**src/rtl/video_timing_pkg.sv**
```systemverilog
// Shared timing constants, state type and sync-position helpers for the
// 720x480p59.94 video timing controller.
package video_timing_pkg;

    localparam int H_ACT_DEF  = 720;
    localparam int H_FP_DEF   = 16;
    localparam int H_SYNC_DEF = 62;
    localparam int H_BP_DEF   = 60;
    localparam int H_TOT_DEF  = H_ACT_DEF + H_FP_DEF + H_SYNC_DEF + H_BP_DEF;

    localparam int V_ACT_DEF  = 480;
    localparam int V_FP_DEF   = 9;
    localparam int V_SYNC_DEF = 6;
    localparam int V_BP_DEF   = 30;
    localparam int V_TOT_DEF  = V_ACT_DEF + V_FP_DEF + V_SYNC_DEF + V_BP_DEF;

    // Sync pulses start right after the front porch and last 'width' positions.
    function automatic int syncFirst(input int act, input int fp);
        return act + fp;
    endfunction

    function automatic int syncLast(input int act, input int fp, input int width);
        return act + fp + width - 1;
    endfunction

    localparam int HS_FIRST_DEF = syncFirst(H_ACT_DEF, H_FP_DEF);
    localparam int HS_LAST_DEF  = syncLast(H_ACT_DEF, H_FP_DEF, H_SYNC_DEF);
    localparam int VS_FIRST_DEF = syncFirst(V_ACT_DEF, V_FP_DEF);
    localparam int VS_LAST_DEF  = syncLast(V_ACT_DEF, V_FP_DEF, V_SYNC_DEF);

    typedef enum logic [1:0] {
        IDLE  = 2'd0,
        RUN   = 2'd1,
        DRAIN = 2'd2
    } VtState;

endpackage

```
**src/rtl/video_sync_dly.sv**
```systemverilog
// Tick-enabled shift pipe that delays {DE, HSYNC, VSYNC} by DEPTH ticks so
// they line up with pixel data returned by the upstream source.
module video_sync_dly
    import video_timing_pkg::*;
#(
    parameter int DEPTH  = 2,
    parameter bit HS_POL = 1'b0,
    parameter bit VS_POL = 1'b0
) (
    input  logic       clk_i,
    input  logic       rst_ni,
    input  logic       tick_i,
    input  logic [2:0] sync_i,
    output logic [2:0] sync_o
);

    localparam logic [2:0] IDLE_LEVELS = {1'b0, ~HS_POL, ~VS_POL};

    if (DEPTH == 0) begin : gBypass
        assign sync_o = sync_i;
    end else begin : gPipe
        logic [2:0] pipe_q [DEPTH];

        // Shift one stage per pixel tick; reset loads the inactive levels.
        always_ff @(posedge clk_i or negedge rst_ni) begin
            if (!rst_ni) begin
                for (int i = 0; i < DEPTH; i++) pipe_q[i] <= IDLE_LEVELS;
            end else if (tick_i) begin
                pipe_q[0] <= sync_i;
                for (int i = 1; i < DEPTH; i++) pipe_q[i] <= pipe_q[i-1];
            end
        end

        assign sync_o = pipe_q[DEPTH-1];
    end

endmodule

```
**src/rtl/video_timing_ctl.sv**
```systemverilog
// Video timing controller: pixel-tick divider, raster counters, run/drain
// state machine, pixel request stage and latency-matched DE/HSYNC/VSYNC.
module video_timing_ctl
    import video_timing_pkg::*;
#(
    parameter int H_ACT   = H_ACT_DEF,
    parameter int H_FP    = H_FP_DEF,
    parameter int H_SYNC  = H_SYNC_DEF,
    parameter int H_BP    = H_BP_DEF,
    parameter int V_ACT   = V_ACT_DEF,
    parameter int V_FP    = V_FP_DEF,
    parameter int V_SYNC  = V_SYNC_DEF,
    parameter int V_BP    = V_BP_DEF,
    parameter bit HS_POL  = 1'b0,
    parameter bit VS_POL  = 1'b0,
    parameter int CKE_DIV = 1,
    parameter int REQ_LAT = 2
) (
    input  logic       CK,
    input  logic       XAR,
    input  logic       EN_i,
    output logic       CKE_o,
    output logic       DE_o,
    output logic       HD_o,
    output logic       VD_o,
    output logic       REQ_o,
    output logic [9:0] X_o,
    output logic [9:0] Y_o,
    output logic       FRM_o,
    output logic       BUSY_o
);

    localparam int H_TOT = H_ACT + H_FP + H_SYNC + H_BP;
    localparam int V_TOT = V_ACT + V_FP + V_SYNC + V_BP;

    localparam logic [9:0] H_ACT_W  = 10'(H_ACT);
    localparam logic [9:0] V_ACT_W  = 10'(V_ACT);
    localparam logic [9:0] H_LAST   = 10'(H_TOT - 1);
    localparam logic [9:0] V_LAST   = 10'(V_TOT - 1);
    localparam logic [9:0] HS_FIRST = 10'(syncFirst(H_ACT, H_FP));
    localparam logic [9:0] HS_LAST  = 10'(syncLast(H_ACT, H_FP, H_SYNC));
    localparam logic [9:0] VS_FIRST = 10'(syncFirst(V_ACT, V_FP));
    localparam logic [9:0] VS_LAST  = 10'(syncLast(V_ACT, V_FP, V_SYNC));
    localparam logic [3:0] CKE_LAST = 4'(CKE_DIV - 1);
    localparam logic [2:0] IDLE_LEVELS = {1'b0, ~HS_POL, ~VS_POL};

    if (H_TOT > 1023 || V_TOT > 1023 || CKE_DIV < 1 || CKE_DIV > 16 ||
        REQ_LAT < 0 || REQ_LAT > 7) begin : gBadConfig
        $error("video_timing_ctl: unsupported timing configuration");
    end

    logic [3:0] ckeCnt_q, ckeCnt_d;
    logic       cke_q;
    VtState     state_q, state_d;
    logic [9:0] hCnt_q, hCnt_d, vCnt_q, vCnt_d;
    logic [9:0] x_q, x_d, y_q, y_d;
    logic       req_q, req_d, frm_q, frm_d;
    logic [2:0] stage_q, stage_d;
    logic [2:0] syncOut;
    logic       running, active, hsAct, vsAct;

    assign ckeCnt_d = (ckeCnt_q == CKE_LAST) ? 4'd0 : ckeCnt_q + 4'd1;

    // Free-running pixel-tick divider; the strobe is registered so it is low in reset.
    always_ff @(posedge CK or negedge XAR) begin
        if (!XAR) begin
            ckeCnt_q <= 4'd0;
            cke_q    <= 1'b0;
        end else begin
            ckeCnt_q <= ckeCnt_d;
            cke_q    <= (ckeCnt_q == CKE_LAST);
        end
    end

    // Next state, raster position and request-stage values for the coming tick.
    always_comb begin
        state_d = state_q;
        hCnt_d  = hCnt_q;
        vCnt_d  = vCnt_q;
        running = (state_q != IDLE) || EN_i;
        active  = (hCnt_q < H_ACT_W) && (vCnt_q < V_ACT_W);
        hsAct   = (hCnt_q >= HS_FIRST) && (hCnt_q <= HS_LAST);
        vsAct   = (vCnt_q >= VS_FIRST) && (vCnt_q <= VS_LAST);

        unique case (state_q)
            IDLE:    if (EN_i) state_d = RUN;
            RUN:     if (!EN_i) state_d = DRAIN;
            DRAIN: begin
                if (EN_i) state_d = RUN;
                else if (hCnt_q == H_LAST && vCnt_q == V_LAST) state_d = IDLE;
            end
            default: state_d = IDLE;
        endcase

        if (running) begin
            if (hCnt_q == H_LAST) begin
                hCnt_d = 10'd0;
                vCnt_d = (vCnt_q == V_LAST) ? 10'd0 : vCnt_q + 10'd1;
            end else begin
                hCnt_d = hCnt_q + 10'd1;
            end
        end
        if (state_d == IDLE) begin
            hCnt_d = 10'd0;
            vCnt_d = 10'd0;
        end

        req_d   = running && active;
        frm_d   = (state_q == RUN || (state_q == IDLE && EN_i)) &&
                  hCnt_q == 10'd0 && vCnt_q == 10'd0;
        x_d     = req_d ? hCnt_q : x_q;
        y_d     = req_d ? vCnt_q : y_q;
        stage_d = running ? {active, hsAct ? HS_POL : ~HS_POL, vsAct ? VS_POL : ~VS_POL}
                          : IDLE_LEVELS;
    end

    // State register, advanced only on pixel ticks.
    always_ff @(posedge CK or negedge XAR) begin
        if (!XAR) state_q <= IDLE;
        else if (cke_q) state_q <= state_d;
    end

    // Raster counters and request-stage outputs, advanced only on pixel ticks.
    always_ff @(posedge CK or negedge XAR) begin
        if (!XAR) begin
            hCnt_q  <= 10'd0;
            vCnt_q  <= 10'd0;
            req_q   <= 1'b0;
            frm_q   <= 1'b0;
            x_q     <= 10'd0;
            y_q     <= 10'd0;
            stage_q <= IDLE_LEVELS;
        end else if (cke_q) begin
            hCnt_q  <= hCnt_d;
            vCnt_q  <= vCnt_d;
            req_q   <= req_d;
            frm_q   <= frm_d;
            x_q     <= x_d;
            y_q     <= y_d;
            stage_q <= stage_d;
        end
    end

    video_sync_dly #(
        .DEPTH  (REQ_LAT),
        .HS_POL (HS_POL),
        .VS_POL (VS_POL)
    ) uSyncDly (
        .clk_i  (CK),
        .rst_ni (XAR),
        .tick_i (cke_q),
        .sync_i (stage_q),
        .sync_o (syncOut)
    );

    assign CKE_o  = cke_q;
    assign DE_o   = syncOut[2];
    assign HD_o   = syncOut[1];
    assign VD_o   = syncOut[0];
    assign REQ_o  = req_q;
    assign FRM_o  = frm_q;
    assign X_o    = x_q;
    assign Y_o    = y_q;
    assign BUSY_o = (state_q != IDLE);

endmodule

```
**config.mk**
```make
export PLATFORM = sky130hd
export DESIGN_NAME = video_timing_ctl
export DESIGN_NICKNAME = d
export VERILOG_FILES = /design/src/rtl/video_timing_pkg.sv /design/src/rtl/video_sync_dly.sv /design/src/rtl/video_timing_ctl.sv
export SDC_FILE = /design/constraint.sdc
export NUM_CORES = 1
export LEC_CHECK = 0
export CORE_MARGIN = 8
export CORE_UTILIZATION = 51
export CTS_CLUSTER_DIAMETER = 200
export DETAILED_ROUTE_END_ITERATION = 8
export PLACE_DENSITY = 0.76
export REMOVE_ABC_BUFFERS = 1
export SLEW_MARGIN = 0
export SYNTH_ARGS = -nofsm -noshare
export SYNTH_HDL_FRONTEND = slang
export SYNTH_SLANG_ARGS = --single-unit
```
**constraint.sdc**
```tcl
create_clock -name CK -period 1.85 [get_ports CK]
set_clock_uncertainty 0.05 [all_clocks]
set_input_delay 0.37 -clock CK [delete_from_list [all_inputs] [get_ports CK]]
set_output_delay 0.37 -clock CK [all_outputs]
set_load 0.01 [all_outputs]
```
==> qor.txt, run 1 <==
Status: finished clean
Dpl hpwl: 4.28 mm
GRT Util Overall: 0.160
Rows: 27
R2r endpoint: vCnt_q[5]$_DFFE_PN0P_
Hold slack final: 0.421 ns
Via count: 2244
CP Max Fanout: 5
Number of setup violations in the final report: 0
Yosys Warn Count: 0
Initial antenna violation count: 0
Reg clk slew, reported paths: 0.07 ns
Post-synth EDFFs: 0
CP arrival: 1.98 ns
IR Drop Worst-Case VDD: 704 uV
Worst Hold Launch: ckeCnt_q[3]$_DFF_PN0_
Most frequent cells after synthesis: dfrtp_1 (51), mux2_2 (23), nand3_1 (18), nor2_1 (18), inv_1 (14)
Die X: 90.1 um
Crit path capture type: flip-flop
Final #Nets: 328
Fin crit share: 0.979
DRT Pass-1 Iters: 5
MaxCap Viol Count: 0
Post-Route WL: 6.23 mm
Antenna-violating nets left: 0
Antenna cell count: 0
Clock Tree Buf Depth: 2
Dpl cells: 374
Syn Std Cell Area: 2800 um^2
Htree depth: 3
Count leader, synth: dfrtp_1
Core area: 5410 um^2
P&R area growth vs syn: 26.9%
CTS tree: done
R2r worst-path depth: 4
Syn_area_per_cell: 10.8 um^2
Gpl congestion: 0.876
Die area: 8110 um^2
Mapped Cells: 260
Cts bufs inserted: 9
Initial DRC Count: 104
Layout cells sized above 1: 0.256
Synth top area cells: dfrtp_1 (46%), mux2_2 (9.3%), dfstp_2 (5.6%)
Starting Density: 0.518
Fmax: 552 MHz
Yosys top cell area share: 0.456
Synth area leader: dfrtp_1
WHS Path Cells: 1
Top Ports: 30
Worst slew pin tran: 0.452 ns
Final design utilization: 0.657
Clk_lat worst skew: 0.33 ns
Synth cell types: 45
Vias in the first global route: 2281
Predominant post-synthesis flop cell: dfrtp_1
Max-slew headroom: 0.699
Buffers on Ports: 29
Largest net degree at the start of global routing: 58
CP required: 2.02 ns
# clock sinks: 57
Pwr Density: 817 nW/um^2
DRC: 0
Ys async rst share: 1.00
Worst hold path endpoint: ckeCnt_q[3]$_DFF_PN0_
Gr ovfl total: 0
First-pass GRT wire length: 10.7 mm
Pleak: 0.00157 uW
Final max-slew violation count: 0
DP Area: 3320 um^2
R2r startpoint: vCnt_q[4]$_DFFE_PN0P_
Hold Vio Cnt, Final: 0
DR WL/cell: 15.9 um
Fin area: 3550 um^2
Number of synthesized register bits: 57
Cell Count, Final, Fillers Out: 392
Final min period: 1.81 ns
Worst Setup Start Kind: flip-flop
Reg2Reg Setup Slack: 0.04 ns
Die Height: 90.1 um
Worst setup path class: flip-flop to flip-flop
Clk root buf: clkbuf_8
RSZ-0062 raised after global routing: no
Sequential area share after synthesis: 0.512
Class of the worst hold path: flip-flop to flip-flop
Via/cell ratio: 5.72
[timing repair]
| action | 4_1_cts | 5_1_grt |
|---|---|---|
| hold buffers | 1 | 0 |
| endpoints found under the hold margin | 51 | 0 |
| gates cloned | 1 | 0 |
| pin swaps | 1 | 0 |
| endpoints found under the setup margin | 12 | 29 |
| buffers inserted | 0 | 0 |
| resized for setup | 7 | 6 |
[final cells by class]
cell class                      count  area (um^2)
Sequential cell                    57         1430
Multi-Input combinational cell    175         1280
Fill cell                         419         1850
Clock buffer                       11          141
Timing Repair Buffer               57          515
Inverter                           15         56.3
Tap cell                           72         90.1
Clock inverter                      5         31.3
[layer usage]
| layer | share of wire | up-vias | GRT usage |
|---|---|---|---|
| li1 | - | 1044 | - |
| met3 | 0.069 | 15 | 0.0565 |
| met2 | 0.50 | 96 | 0.264 |
| met4 | 0.016 | 0 | 0.0777 |
| met5 | 0 | - | 0 |
| met1 | 0.42 | 1089 | 0.180 |
[how the worst max path moves through the flow]
stage / start / endpoint / slack [ns] / cells past startpoint
2_1_floorplan: CKE_o$_DFF_PN0_ / X_o[3]$_DFFE_PN0P_ / -0.69 / 4
5_1_grt: uSyncDly.sync_o[1]$_DFFE_PN1P_ / HD_o / 0.003 / 1
4_1_cts: vCnt_q[4]$_DFFE_PN0P_ / vCnt_q[9]$_DFFE_PN0P_ / 0.008 / 4
6_report: vCnt_q[4]$_DFFE_PN0P_ / vCnt_q[5]$_DFFE_PN0P_ / 0.04 / 4
3_3_place_gp: EN_i / vCnt_q[1]$_DFFE_PN0P_ / -0.23 / 6
3_5_place_dp: EN_i / vCnt_q[1]$_DFFE_PN0P_ / -0.30 / 6
[layout by cell type (no fill, tap or decap), types with 4 or more instances in the layout]
cell,netlist,routed
or3_1,7,6
xnor2_1,4,4
o22ai_1,5,5
buf_4,0,25
mux2_2,23,23
o21ai_0,7,6
dfstp_2,6,6
nand2_1,9,9
nand4_1,11,11
nand3_1,18,18
clkdlybuf4s50_1,0,26
clkbuf_8,0,10
and3_1,4,4
ha_1,10,9
nor2_1,18,18
dfrtp_1,51,51
nor3_1,7,6
nand2b_1,6,6
inv_1,14,14
xor2_1,4,4
a32oi_1,5,5
[through the flow]
stage          worst slack (ns)  TNS, ns  total power, uW
2_1_floorplan            -0.689   -13.81             1650
3_3_place_gp             -0.227    -5.90             1890
3_5_place_dp             -0.295    -7.53             1910
4_1_cts                 0.00830        0             2920
5_1_grt                 0.00291        0             3030
6_report                 0.0387        0             2900
[report_power, final]
part           internal [uW]  switching [uW]  leakage [uW]
clock                    517             495     0.0000891
combinational            247             234      0.000735
sequential              1330            79.4      0.000746
[logic make-up after synthesis]
group | Yosys count | synth area share
buffers and inverters | 29 | 0.0451
multiplexers | 25 | 0.100
flip-flops | 57 | 0.512
adder cells (fa/ha/maj) | 10 | 0.0447
AND/OR/NAND/NOR | 97 | 0.190
AO/OA/AOI/OAI | 34 | 0.0827
XOR/XNOR | 8 | 0.0250
[state kept, by name, summed over array words and instances, names as in the netlist, 2 cells and up]
signal,flops
vCnt_q,10
Y_o,10
stage_q,2
uSyncDly.gPipe.pipe_q,3
X_o,10
uSyncDly.sync_o,3
state_q,2
ckeCnt_q,4
hCnt_q,10
[critical path: stages (launching register included)]
cell     delay (ns)
dfrtp_1        0.38
or4_4          0.56
or3_4          0.38
a32oi_1        0.23
o22ai_1        0.10
No activity file was read; power rests on OpenSTA's default activity.
==> run 2, diff against run 1 <==
--- a/config.mk
+++ b/config.mk
@@ -5,7 +5,7 @@
 export SDC_FILE = /design/constraint.sdc
 export NUM_CORES = 1
 export LEC_CHECK = 0
-export CORE_MARGIN = 8
+export CORE_MARGIN = 5
 export CORE_UTILIZATION = 51
 export CTS_CLUSTER_DIAMETER = 200
 export DETAILED_ROUTE_END_ITERATION = 8
==> run 2 against run 1 <==
Compared with the run above: the flow now finishes with violations (negative setup slack); critical endpoint is now vCnt_q[4]$_DFFE_PN0P_; clock power rose by 23%; final cell count rose by 0.51%; sequential power barely moved; utilization rose by 0.95 points; die area fell by 13%.
==> qor.txt, run 2 (synthesized netlist as in run 1, its figures left out) <==
Layout cells sized above 1: 0.258
Cts bufs inserted: 9
Max-slew headroom: 0.777
Gr ovfl total: 0
Final max-slew violation count: 0
Postcts setup bufs: 0
R2r endpoint: vCnt_q[4]$_DFFE_PN0P_
Number of setup violations in the final report: 1
Clock Tree Buf Depth: 2
Hold Vio Cnt, Final: 0
Die X: 84.1 um
DRT Pass-1 Iters: 4
Worst setup path start: vCnt_q[4]$_DFFE_PN0P_
DRC: 0
Final #Nets: 330
Final design utilization: 0.667
CP Max Fanout: 5
R2r startpoint: vCnt_q[4]$_DFFE_PN0P_
Class of the worst hold path: flip-flop to flip-flop
# clock sinks: 57
Rows: 27
DP Area: 3350 um^2
Crit path capture type: flip-flop
Starting Density: 0.518
Antenna-violating nets left: 0
Largest net degree at the start of global routing: 58
Fin crit share: 1.00
Via count: 2217
Top Ports: 30
First-pass GRT wire length: 10.9 mm
Final min period: 1.86 ns
Gpl congestion: 0.855
Post-Route WL: 6.28 mm
Status: complete, but fails checks
Initial DRC Count: 227
GRT Util Overall: 0.198
RSZ-0062 raised after global routing: yes
Initial antenna violation count: 0
P&R area growth vs syn: 28.7%
Clk root buf: clkbuf_8
CP required: 2.01 ns
Fin area: 3600 um^2
Htree depth: 3
CP arrival: 2.02 ns
Via/cell ratio: 5.63
Tot Pwr: 3130 uW
Clk_lat worst skew: 0.34 ns
Core area: 5410 um^2
Worst slew pin tran: 0.332 ns
Worst Setup Start Kind: flip-flop
Fmax: 538 MHz
DR WL/cell: 15.9 um
Post-Place Worst Slack: -0.141 ns
CTS tree: done
CP Capture Point: vCnt_q[4]$_DFFE_PN0P_
Reg clk slew, reported paths: 0.06 ns
Hold slack final: 0.422 ns
IR Drop Worst-Case VDD: 674 uV
Pleak: 0.00160 uW
PnR worst setup slack: -0.00802 ns
Die Height: 84.1 um
Worst setup path class: flip-flop to flip-flop
Dpl hpwl: 4.19 mm
Buffers on Ports: 29
Most common cell after layout, fill and taps aside: dfrtp_1
Reg2Reg Setup Slack: -0.008 ns
Pwr Density: 869 nW/um^2
Failing checks: negative setup slack
Most frequent cells in the layout: dfrtp_1 (50), buf_4 (27), clkdlybuf4s50_1 (25)
R2r worst-path depth: 4
Vias in the first global route: 2305
MaxCap Viol Count: 0
Die area: 7070 um^2
# fillers: 427
Antenna cell count: 0
-- run 2: what timing repair did --
action | CTS | global route
setup endpoints to repair | 11 | 8
hold endpoints to repair | 51 | 0
cloned | 0 | 1
hold buffers | 1 | 0
gates resized for setup | 4 | 4
pin swaps | 1 | 0
-- run 2: per-layer routing --
layer	up-vias	track usage	routed length, um
li1	1050	-	-
met1	1079	0.248	2710
met2	68	0.309	3100
met3	20	0.0622	301
met4	0	0.0965	170
met5	-	0	0
-- run 2: cell type report --
type,instances,area (um^2),area share
flip-flops and latches,57,1440,0.398
multi-input cells,175,1270,0.351
repair buffers,59,538,0.149
clock buffers,14,183,0.0507
well taps,72,90.1,0.0250
inverters,15,56.3,0.0156
clock inverters,2,35.0,0.00972
-- run 2: worst min-delay path by stage --
| stage | start | to | slack [ns] | depth (start not counted) |
|---|---|---|---|---|
| CTS | ckeCnt_q[3]$_DFF_PN0_ | ckeCnt_q[3]$_DFF_PN0_ | 0.43 | 1 |
| floorplan | XAR | CKE_o$_DFF_PN0_ | 0.02 | 0 |
| global route | stage_q[1]$_DFFE_PN1P_ | stage_q[1]$_DFFE_PN1P_ | 0.46 | 2 |
| finish | ckeCnt_q[3]$_DFF_PN0_ | ckeCnt_q[3]$_DFF_PN0_ | 0.42 | 1 |
| detailed placement | XAR | Y_o[6]$_DFFE_PN0P_ | 0.34 | 2 |
| global placement | XAR | Y_o[6]$_DFFE_PN0P_ | 0.34 | 2 |
-- run 2: worst max-delay path, stage by stage (launching register included) --
cell     delay, ns
dfrtp_1       0.38
or4_4         0.55
or3_4         0.39
a32oi_1       0.25
mux2i_1       0.11
-- run 2: stage by stage --
step / setup TNS, ns / cells
2_1_floorplan: -13.81 / 246
3_3_place_gp: -2.13 / 376
3_5_place_dp: -3.28 / 376
4_1_cts: 0 / 393
5_1_grt: -0.0748 / 394
6_report: -0.00802 / 394
-- run 2: power breakdown --
part	switching, uW	internal (uW)	leakage [uW]	total [uW]
clock network	469	767	0.000113	1240
logic	241	246	0.000743	487
registers	77.6	1330	0.000745	1410
total	787	2340	0.00160	3130
==> edit 1, RTL diff (config.mk and constraints of run 1) <==
One comparison of `hCnt_q` changes from == to >=.
--- a/src/rtl/video_timing_ctl.sv
+++ b/src/rtl/video_timing_ctl.sv
@@ -87,7 +87,7 @@
             RUN:     if (!EN_i) state_d = DRAIN;
             DRAIN: begin
                 if (EN_i) state_d = RUN;
-                else if (hCnt_q == H_LAST && vCnt_q == V_LAST) state_d = IDLE;
+                else if (hCnt_q >= H_LAST && vCnt_q == V_LAST) state_d = IDLE;
             end
             default: state_d = IDLE;
         endcase
Check against the original RTL: no difference found for any inputs over 10 cycles, from zero or initial values; that may be too few to reach the edited logic, so the function may still have changed.
==> edit 1 against run 1 <==
- the flow now finishes with violations (setup timing)
- sequential cell count is the same
- via count grew 9.5%
- total power grew 15%
- wire length grew 16%
- design area grew 14%
- combinational power grew 65%
- worst setup slack lost 0.33 ns
- core utilization grew 8.0 points
- critical path type unchanged
- critical endpoint is now vCnt_q[7]
- area after synthesis grew 2.3%
- first-iteration DRC count grew to 2.9 times the old value
- sequential share of layout area shrank 4.8 points
==> edit 1: results (changes against run 1) <==
Status - complete, but fails checks (was completed)
Violated checks - setup timing
Total GRT Usage - 17.4% (was 16.0%)
Post-layout nets - 363 (was 328)
Maximum VDD drop - 0.553 mV (was 0.704 mV)
CP Max Fanout - 3 (was 5)
Via count - 2,457 (was 2,244)
Synth Area in Compound Gates - 9.75% (was 8.27%)
Overflow after GRT - 0 (unchanged)
Fraction of layout cells with a size suffix above 1 - 39.7% (was 25.6%)
First-pass GRT wire length - 11.7 mm (was 10.7 mm)
DP Cell Count - 400 (was 374)
Post-route setup slack - -0.292 ns (was 0.0387 ns)
Dpl ws - -0.374 ns (was -0.295 ns)
Fillers - 351 (was 419)
Post-synthesis sequential area ratio - 50.1% (was 51.2%)
Router iterations before antenna repair - 4 (was 5)
Worst-Margin Slew - 0.476 ns (was 0.452 ns)
GR Layer Usage met1 - 20.9% (was 18.0%)
XOR/XNOR Fraction of Synth Area - 2.14% (was 2.50%)
Post-synthesis instance total - 263 (was 260)
Placed Area - 3550 um2 (was 3320 um2)
Largest net degree at the start of global routing - 58 (unchanged)
Routability-driven placement congestion ratio - 0.860 (was 0.876)
Worst-path cell with the longest stage delay - or4b_4 (was or4_4)
DP HPWL - 4.61 mm (was 4.28 mm)
IO buf count - 29 (unchanged)
GR Layer Usage met3 - 4.74% (was 5.65%)
Critical Path AT - 2.31 ns (was 1.98 ns)
Multiplexer area fraction after synthesis - 10.9% (was 10.0%)
Clk_lat worst skew - 0.34 ns
Avg Vias per Cell - 5.75 (was 5.72)
Final setup vio count - 21 (was 0)
Final wirelength - 7.24 mm (was 6.23 mm)
DR iter-0 viols - 301 (was 104)
Max incr delay on CP - 0.47 ns (was 0.56 ns)
LEAKAGE - 1.80 nW (was 1.57 nW)
GR Util met2 - 27.7% (was 26.4%)
Synth area leaders - dfrtp_1, mux2_2, dfstp_2, ha_1, nand3_1 (unchanged)
Switch share - 26.6% (was 27.9%)
Top cells by count, synth - dfrtp_1, mux2_2, inv_1 (was dfrtp_1, mux2_2, nand3_1, nor2_1, inv_1)
==> edit 1: changes by cell type after synthesis, moves of 4 or more <==
cell and change:
inv_1 +6, o22ai_1 -5, o21ai_0 +7, nor3_1 +4, or3_1 -6, a32oi_1 -5, nand4_1 -5, nor4_1 +6
==> edit 1: cell families (layout without fill, tap and decap cells) <==
kind of cell	Yosys count	after routing
xor gates and xnor gates	7	7
adders and majority gates	10	10
DFF	57	57
buffers and inverters	33	125
muxes	28	28
AOI/OAI and AO/OA	40	40
and+or+nand+nor	88	88
==> edit 1: layout make-up <==
cell class | count | area, um2 | area share (%)
Inverter | 20 | 75.1 | 1.86
Multi-Input combinational cell | 173 | 1440 | 35.6
Clock buffer | 13 | 159 | 3.94
Timing Repair Buffer | 89 | 800 | 19.8
Clock inverter | 3 | 40.0 | 0.992
Sequential cell | 57 | 1440 | 35.6
Tap cell | 72 | 90.1 | 2.23
==> edit 1: timing repair <==
| action | 4_1_cts | 5_1_grt |
|---|---|---|
| gates resized for setup | 33 | 23 |
| endpoints found under the setup margin | 38 | 39 |
| endpoints found under the hold margin | 51 | 0 |
| pin swaps | 13 | 11 |
| buffers inserted | 7 | 3 |
| hold buffers | 1 | 0 |
==> edit 1: final timing paths <==
path	start	endpoint	slack (ns)	cells after the start
min reg2reg	Y_o[9]	Y_o[9]	0.44	1
max reg2reg	hCnt_q[1]	vCnt_q[7]	-0.29	8
min	Y_o[9]	Y_o[9]	0.44	1
max in group asynchronous	XAR	stage_q[0]	0.93	3
max	hCnt_q[1]	vCnt_q[7]	-0.29	8
min in group asynchronous	XAR	hCnt_q[5]	0.52	3
==> edit 1: worst reg2reg max path: cells and delay by family, from the launching register on <==
kind	cells	cell delay, ns
AO/OA/AOI/OAI	2	0.39
adder cells (fa/ha/maj)	1	0.13
buffers and inverters	2	0.25
flip-flops	1	0.38
AND/OR/NAND/NOR	3	0.83
==> edit 1: layer usage <==
| metal | part of all wire [%] | routed length, um | vias to the layer above |
|---|---|---|---|
| met4 | 2.7 | 197 | 0 |
| met2 | 48 | 3490 | 93 |
| met3 | 6.5 | 473 | 21 |
| met5 | 0 | 0 | - |
| met1 | 43 | 3090 | 1224 |
| li1 | - | - | 1119 |
==> edit 1: through the flow <==
stage               hold slack (ns)  setup TNS [ns]
floorplan                    0.0244          -10.73
global placement              0.339          -12.55
detailed placement            0.345          -13.53
CTS                           0.439           -4.26
global route                  0.474           -6.13
finish                        0.439           -4.32
==> edit 1: power groups by stage <==
stage / clock [mW] / sequential [mW] / combinational, mW
floorplan: 0 / 1.44 / 0.247
global placement: 0 / 1.39 / 0.603
detailed placement: 0 / 1.40 / 0.619
CTS: 1.18 / 1.38 / 0.706
global route: 1.24 / 1.39 / 0.847
finish: 1.16 / 1.38 / 0.792
==> edit 2, RTL diff (config.mk and constraints of run 1) <==
Without the edit above. The parameter `REQ_LAT` goes from 2 to 4.
--- a/src/rtl/video_timing_ctl.sv
+++ b/src/rtl/video_timing_ctl.sv
@@ -14,7 +14,7 @@
     parameter bit HS_POL  = 1'b0,
     parameter bit VS_POL  = 1'b0,
     parameter int CKE_DIV = 1,
-    parameter int REQ_LAT = 2
+    parameter int REQ_LAT = 4
 ) (
     input  logic       CK,
     input  logic       XAR,
Check against the original RTL: not equivalent (a bounded check fails within 10 cycles, from zero or initial values).
==> edit 2 against run 1 <==
- the flow now finishes with violations (setup timing)
- design area grew 13%
- total power grew 15%
- sequential cell count grew 6
- count of clock-buffer cells in the layout grew 2
- critical path type unchanged
- via count grew 6.9%
- worst setup slack lost 0.26 ns
- core utilization grew 3.4 points
- wire length grew 19%
- area after synthesis grew 7.5%
- sequential power grew 8%
==> edit 2: results (changes against run 1) <==
Status - complete, but fails checks (was completed)
Final non-filler cell total - 415 (was 392)
Top cells by count, synth - dfrtp_1, mux2_2, inv_1 (was dfrtp_1, mux2_2, nand3_1, nor2_1, inv_1)
Switch share - 25.9% (was 27.9%)
Unique cell type count in the Yosys netlist - 50 (was 45)
Internal - 2.48 mW (was 2.09 mW)
GR Layer Usage met3 - 5.50% (was 5.65%)
Gate power share - 18.2% (was 16.6%)
Post-synthesis sequential area ratio - 52.8% (was 51.2%)
Multiplexer area fraction after synthesis - 11.2% (was 10.0%)
Clk_lat worst skew - 0.35 ns (was 0.33 ns)
Router iterations before antenna repair - 4 (was 5)
Fillers - 452 (was 419)
Avg Vias per Cell - 5.78 (was 5.72)
Reg power frac - 45.5% (was 48.5%)
GR Util met2 - 27.5% (was 26.4%)
Final setup vio count - 18 (was 0)
Synth Area per Inst - 11.3 um2 (was 10.8 um2)
Total GRT Usage - 17.6% (was 16.0%)
Setup Buffers After CTS - 1 (was 0)
Fraction of layout cells with a size suffix above 1 - 34.7% (was 25.6%)
Critical Path AT - 2.25 ns (was 1.98 ns)
Metal-1 WL - 3.13 mm (was 2.61 mm)
DP HPWL - 4.53 mm (was 4.28 mm)
Maximum VDD drop - 0.458 mV (was 0.704 mV)
Post-CTS Resized - 24 (was 7)
Worst-Margin Slew - 0.477 ns (was 0.452 ns)
DR iter-0 viols - 143 (was 104)
Synth Area in Compound Gates - 9.44% (was 8.27%)
Hold_ws - 0.431 ns (was 0.421 ns)
Violated checks - setup timing
Adder-cell area share of the yosys netlist - 4.16% (was 4.47%)
Max incr delay on CP - 0.44 ns (was 0.56 ns)
XOR/XNOR Fraction of Synth Area - 2.33% (was 2.50%)
DP Cell Count - 396 (was 374)
First-pass GRT wire length - 12.0 mm (was 10.7 mm)
Dpl ws - -0.595 ns (was -0.295 ns)
Mean routed wirelength per cell - 17.9 um (was 15.9 um)
Post-route setup slack - -0.220 ns (was 0.0387 ns)
Multi-input logic area - 1430 um2 (was 1280 um2)
CP Max Fanout - 8 (was 5)
Routability-driven placement congestion ratio - 0.854 (was 0.876)
R2R Path Start - vCnt_q[5] (was vCnt_q[4])
Setup TNS - -3.65 ns (was 0 ns)
==> edit 2: cell types whose count changed in the layout (fill, tap and decap cells not counted), moves of 3 or more <==
cell                    run 1  this run
mux2_2                     23        12
nand3_1                    18        13
buf_6                       0         3
or3_1                       6         0
dfstp_2                     6        10
o22ai_1                     5         8
mux2_4                      0        18
nand2_1                     9        12
buf_4                      25        38
clkdlybuf4s50_1            26        23
inv_1                      14        17
nand2b_1                    6         3
==> edit 2: kinds of logic (layout without fill, tap and decap cells) <==
logic type / after synthesis / count (layout)
simple gates: 84 / 84
xor+xnor: 8 / 8
fa+ha+maj: 10 / 10
flops: 63 / 63
compound gates: 38 / 38
mux: 30 / 30
buf+inv: 33 / 107
==> edit 2: layout make-up <==
| type | instances | area share (%) |
|---|---|---|
| inverters | 19 | 1.77 |
| multi-input cells | 170 | 35.6 |
| well taps | 75 | 2.33 |
| clock buffers | 13 | 3.95 |
| flip-flops and latches | 63 | 39.5 |
| clock inverters | 3 | 1.06 |
| repair buffers | 72 | 15.7 |
